$ cat config.mk
export PLATFORM = sky130hd
export DESIGN_NAME = vram_arbiter
export DESIGN_NICKNAME = d
export VERILOG_FILES = /design/src/rtl/vram_arbiter.sv
export SDC_FILE = /design/constraint.sdc
export NUM_CORES = 1
export LEC_CHECK = 0
export ABC_AREA = 1
export CELL_PAD_IN_SITES_DETAIL_PLACEMENT = 1
export CELL_PAD_IN_SITES_GLOBAL_PLACEMENT = 1
export CORE_MARGIN = 2
export CORE_UTILIZATION = 25
export CTS_CLUSTER_DIAMETER = 30
export DETAILED_ROUTE_END_ITERATION = 8
export DONT_BUFFER_PORTS = 1
export GPL_ROUTABILITY_DRIVEN = 0
export PLACE_DENSITY = 0.59
export SYNTH_ARGS = -nofsm -noshare
export SYNTH_HDL_FRONTEND = slang
export SYNTH_HIERARCHICAL = 1
export SYNTH_SLANG_ARGS = --single-unit
$ cat constraint.sdc
create_clock -name clk -period 2.81 [get_ports clk]
set_clock_uncertainty 0.05 [all_clocks]
set_input_delay 0.562 -clock clk [delete_from_list [all_inputs] [get_ports clk]]
set_output_delay 0.562 -clock clk [all_outputs]
set_load 0.1 [all_outputs]
$ cat src/rtl/vram_arbiter.sv
// Single-port VRAM arbiter: channel 0 has fixed priority, channels 1..NUM_CH-1 share
// the remaining slots round-robin with a starvation guard; per-channel read capture.

module vram_arbiter_rd_lane #(
   parameter int DATA_W = 16
) (
   input  logic              clk,
   input  logic              reset_i,
   input  logic              rd_grant_i,
   input  logic [DATA_W-1:0] mem_data_i,
   output logic              rd_valid_o,
   output logic [DATA_W-1:0] rd_data_o
);
   logic              rd_pend_q, rd_pend_d;
   logic [DATA_W-1:0] hold_q, hold_d;

   always_comb begin
      rd_pend_d  = rd_grant_i;
      hold_d     = rd_pend_q ? mem_data_i : hold_q;
      rd_valid_o = rd_pend_q;
      // Fresh data bypasses the capture register on its return cycle
      rd_data_o  = rd_pend_q ? mem_data_i : hold_q;
   end

   always_ff @(posedge clk or posedge reset_i) begin
      if (reset_i) begin
         rd_pend_q <= 1'b0;
         hold_q    <= '0;
      end else begin
         rd_pend_q <= rd_pend_d;
         hold_q    <= hold_d;
      end
   end
endmodule

module vram_arbiter #(
   parameter int NUM_CH       = 4,
   parameter int ADDR_W       = 16,
   parameter int DATA_W       = 16,
   parameter int STARVE_LIMIT = 8
) (
   input  logic                       clk,
   input  logic                       reset_i,
   input  logic [NUM_CH-1:0]          req_sel_i,
   input  logic [NUM_CH-1:0]          req_wr_i,
   input  logic [NUM_CH*DATA_W/4-1:0] req_mask_i,
   input  logic [NUM_CH*ADDR_W-1:0]   req_addr_i,
   input  logic [NUM_CH*DATA_W-1:0]   req_data_i,
   output logic [NUM_CH-1:0]          ack_o,
   output logic [NUM_CH-1:0]          rd_valid_o,
   output logic [NUM_CH*DATA_W-1:0]   rd_data_o,
   output logic                       mem_sel_o,
   output logic                       mem_wr_o,
   output logic [DATA_W/4-1:0]        mem_mask_o,
   output logic [ADDR_W-1:0]          mem_addr_o,
   output logic [DATA_W-1:0]          mem_data_o,
   input  logic [DATA_W-1:0]          mem_data_i
);
   localparam int MASK_W = DATA_W / 4;
   localparam int PTR_W  = $clog2(NUM_CH);
   localparam int CNT_W  = (STARVE_LIMIT > 0) ? $clog2(STARVE_LIMIT + 1) : 1;

   logic [PTR_W-1:0]  rr_ptr_q, rr_ptr_d, rr_win;
   logic [CNT_W-1:0]  starve_cnt_q, starve_cnt_d;
   logic              rr_found, rr_gnt, ch0_gnt, starve_hit;
   logic [NUM_CH-1:0] gnt;

   // Round-robin search over channels 1..NUM_CH-1, starting just after rr_ptr
   always_comb begin
      int cand;
      cand     = 0;
      rr_found = 1'b0;
      rr_win   = '0;
      for (int off = 1; off < NUM_CH; off++) begin
         cand = int'(rr_ptr_q) + off;
         if (cand > NUM_CH - 1) cand = cand - (NUM_CH - 1);
         if (!rr_found && req_sel_i[cand]) begin
            rr_found = 1'b1;
            rr_win   = PTR_W'(cand);
         end
      end
   end

   assign starve_hit = (STARVE_LIMIT != 0) && (starve_cnt_q == CNT_W'(STARVE_LIMIT));

   always_comb begin
      rr_gnt  = 1'b0;
      ch0_gnt = 1'b0;
      gnt     = '0;
      if (!reset_i) begin
         if (starve_hit && rr_found) rr_gnt  = 1'b1;
         else if (req_sel_i[0])      ch0_gnt = 1'b1;
         else if (rr_found)          rr_gnt  = 1'b1;
      end
      if (rr_gnt) gnt[rr_win] = 1'b1;
      gnt[0] = ch0_gnt;

      rr_ptr_d = rr_gnt ? rr_win : rr_ptr_q;

      starve_cnt_d = starve_cnt_q;
      if (!rr_found || rr_gnt)
         starve_cnt_d = '0;
      else if (ch0_gnt && !starve_hit && (starve_cnt_q != CNT_W'(STARVE_LIMIT)))
         starve_cnt_d = starve_cnt_q + 1'b1;
   end

   always_ff @(posedge clk or posedge reset_i) begin
      if (reset_i) begin
         rr_ptr_q     <= PTR_W'(NUM_CH - 1);
         starve_cnt_q <= '0;
      end else begin
         rr_ptr_q     <= rr_ptr_d;
         starve_cnt_q <= starve_cnt_d;
      end
   end

   always_comb begin
      mem_sel_o  = 1'b0;
      mem_wr_o   = 1'b0;
      mem_mask_o = '0;
      mem_addr_o = '0;
      mem_data_o = '0;
      for (int i = 0; i < NUM_CH; i++) begin
         if (gnt[i]) begin
            mem_sel_o  = 1'b1;
            mem_wr_o   = req_wr_i[i];
            mem_mask_o = req_wr_i[i] ? req_mask_i[i*MASK_W +: MASK_W] : '0;
            mem_addr_o = req_addr_i[i*ADDR_W +: ADDR_W];
            mem_data_o = req_data_i[i*DATA_W +: DATA_W];
         end
      end
   end

   assign ack_o = gnt;

   for (genvar g = 0; g < NUM_CH; g++) begin : g_lane
      vram_arbiter_rd_lane #(.DATA_W(DATA_W)) u_lane (
         .clk        (clk),
         .reset_i    (reset_i),
         .rd_grant_i (gnt[g] & ~req_wr_i[g]),
         .mem_data_i (mem_data_i),
         .rd_valid_o (rd_valid_o[g]),
         .rd_data_o  (rd_data_o[g*DATA_W +: DATA_W])
      );
   end
endmodule

==> flow_summary_export.csv <==
group,metric,value,unit
placement,pre_cts_ws,-0.2337,ns
detailed_routing,avgViaCountPerCell,4.746,
cells_and_area,final_cells,1113,
outcome,outcome,"complete, but fails checks",
global_route,track_usage,19.45,%
synth,yosys_warnings,6,
clock_network,hold_buffers,0,
clock_network,cts.reportedPaths.clkPinSlew,0.06,ns
synth,syn_area_per_cell,6.858,um2
cells_and_area,fin_area,8036,um2
floorplan,die_y,142.8,um
timing,setup_viol_count_final,42,
global_route,overflow,0,
synth,yosysTopAreaCell,"dfrtp_1",
setup_path,crit_fanout,7,
global_route,grt_first_pass_wirelength,30.80,mm
floorplan,die_area,20380,um2
timing,rsz0062_at_grt,"yes",
detailed_routing,firstDrtPassIters,4,
setup_path,rr_worst_depth,13,
clock_network,clock_path_buffers,2,
synth,ys_types,29,
setup_path,critPathLaunchType,"flop",
clock_network,cts_buffers,9,
setup_path,crit_path_end_kind,"output pin",
setup_path,required,2.20,ns
synth,synth_seq_cells,74,
synth,synth_top_area_share,37.42,%
clock_network,root_buffer,"clkbuf_16",
detailed_routing,ant_nets,0,
cells_and_area,fin_util,42.68,%
synth,yosysSeqAreaShare,38.51,%
hold_path,min_path_type,"in2async",
clock_network,clk_latency,0.33,ns
setup_path,reg2reg_slack,0.39,ns
outcome,violations,"negative setup slack",
timing,slew_headroom,51.95,%
synth,synth_cells,702,
floorplan,start_util,25.57,%
setup_path,arrival,2.79,ns
clock_network,htreeDepth,3,
placement,dpl.cell_count,1078,
placement,place_hpwl,16.65,mm
timing,hold_violations,0,
timing,tightest_slew,0.7200,ns
cells_and_area,areaGrowthSynthToFinish,66.92,%
flow_run,cap_violations,0,
cells_and_area,drive_above_1_share,42.44,%
synth,synth_area_leaders,"dfrtp_1, nand2_1, nand4_1",
placement,portBuffers,0,
detailed_routing,dr_total_vias,5282,
timing,timing.final.max_slew_violations,0,
floorplan,die_x,142.8,um
placement,place_area,6995,um2
detailed_routing,drc,0,
clock_network,cts.sinks,74,
floorplan,core_area,18830,um2
timing,finalCritPeriodShare,121.0,%
global_route,antenna_found_initial,0,
detailed_routing,avgRoutedWirePerCell,19.28,um
cells_and_area,diodes,0,
detailed_routing,wirelength,21.46,mm
global_route,grt_max_degree,30,
timing,period_needed,3.401,ns
clock_network,cts_tree,"yes",
setup_path,critPathKind,"reg2out",
timing,setup_ws,-0.5915,ns
synth,synth_fp_nets,876,
global_route,grt_pass1_vias,5695,
floorplan,rows,50,
cells_and_area,nets,1022,
detailed_routing,dr.first_iter.drc_count,182,
synth,syn-cell-area,4815,um2
timing,fmax,294.0,MHz
cells_and_area,fillers,2205,
floorplan,ios,280,
## Yosys cell counts (all sizes together)
library cell and number:
ha 4, nor3 4, clkbuf 5, nor2 11, nand4 58, or2 1, inv 69, dfstp 2
nand2 391, a21oi 4, o21ai 5, nand3 44, buf 32, dfrtp 72
## final cells by class
type                            instances  area [um2]  area share [%]
Clock buffer                           12       266.5           3.316
Sequential cell                        74        1858           23.12
Inverter                               69       296.5           3.690
Clock inverter                          4       72.57          0.9030
Tap cell                              260       325.3           4.048
Timing Repair Buffer                  172        2068           25.74
Multi-Input combinational cell        522        3149           39.19
## path summary, 6_finish.rpt
check                                                   end                         from
worst max-delay path                          mem_addr_o[6]                  rr_ptr_q[0]
worst min-delay path                        starve_cnt_q[3]                      reset_i
worst max register to register              starve_cnt_q[3]                  rr_ptr_q[0]
worst min register to register  g_lane[1].u_lane/hold_q[13]  g_lane[1].u_lane/hold_q[13]
max in group asynchronous       g_lane[1].u_lane/rd_valid_o                      reset_i
min in group clk                g_lane[1].u_lane/rd_valid_o                  req_wr_i[1]
## per-layer routing
metal	part of all wire (%)	routed length (um)	vias up	track usage, %
li1	-	-	2488	-
met1	40	8627	2618	22.50
met2	53	11300	155	35.68
met3	6.0	1291	21	5.567
met4	1.1	233	0	4.065
met5	0	0	-	0
## cells by family (layout without fill, tap and decap cells)
group / count (synthesis) / count (layout) / synth area share [%]
DFF: 74 / 74 / 38.51
AOI/OAI and AO/OA: 9 / 9 / 0.9355
and+or+nand+nor: 509 / 509 / 46.57
buffers and inverters: 106 / 257 / 12.94
adders and majority gates: 4 / 4 / 1.040
## per-stage QoR
stage                     setup TNS [ns]  hold WS [ns]
after floorplan                   -5.493        0.3183
after global placement            -3.072        0.3924
after detailed placement          -6.994        0.4149
after CTS                         -19.99       0.05385
after global routing              -27.83       0.08818
final                             -21.48        0.1007
## state kept, by name (all words and copies together) (netlist names)
| name | count |
|---|---|
| g_lane.u_lane/hold_q | 64 |
| rr_ptr_q | 2 |
| starve_cnt_q | 4 |
| g_lane.u_lane/rd_valid_o | 4 |
## timing repair
item	4_1_cts	5_1_grt
gates resized for setup	32	100
gates cloned	0	7
endpoints found under the setup margin	42	42
setup buffers	9	5
pin swaps	12	26
## placed cells by master (no fill, tap or decap), types with 7 or more instances in the layout
cell type / n
nand4_1: 58
inv_2: 7
buf_4: 102
nand2_2: 74
dfrtp_1: 69
nand3_4: 30
buf_6: 13
nand3_2: 7
buf_12: 50
nand3_1: 7
inv_1: 55
nand2_1: 281
clkbuf_16: 14
nand2_4: 35
## worst max-delay path: stages (launching register included)
cell,delay (ns)
dfstp_2,0.54
inv_2,0.05
ha_4,0.33
inv_8,0.06
nand3_4,0.09
buf_4,0.12
nand3_1,0.11
nand2_2,0.10
inv_2,0.04
nand2_4,0.11
buf_6,0.11
nand3_4,0.14
buf_12,0.20
nand2_1,0.09
nand2_2,0.09
nand3_4,0.09
buf_12,0.17
Power is not shown: default switching activity piles up to over one toggle a cycle in this logic, so the estimate is an artifact.
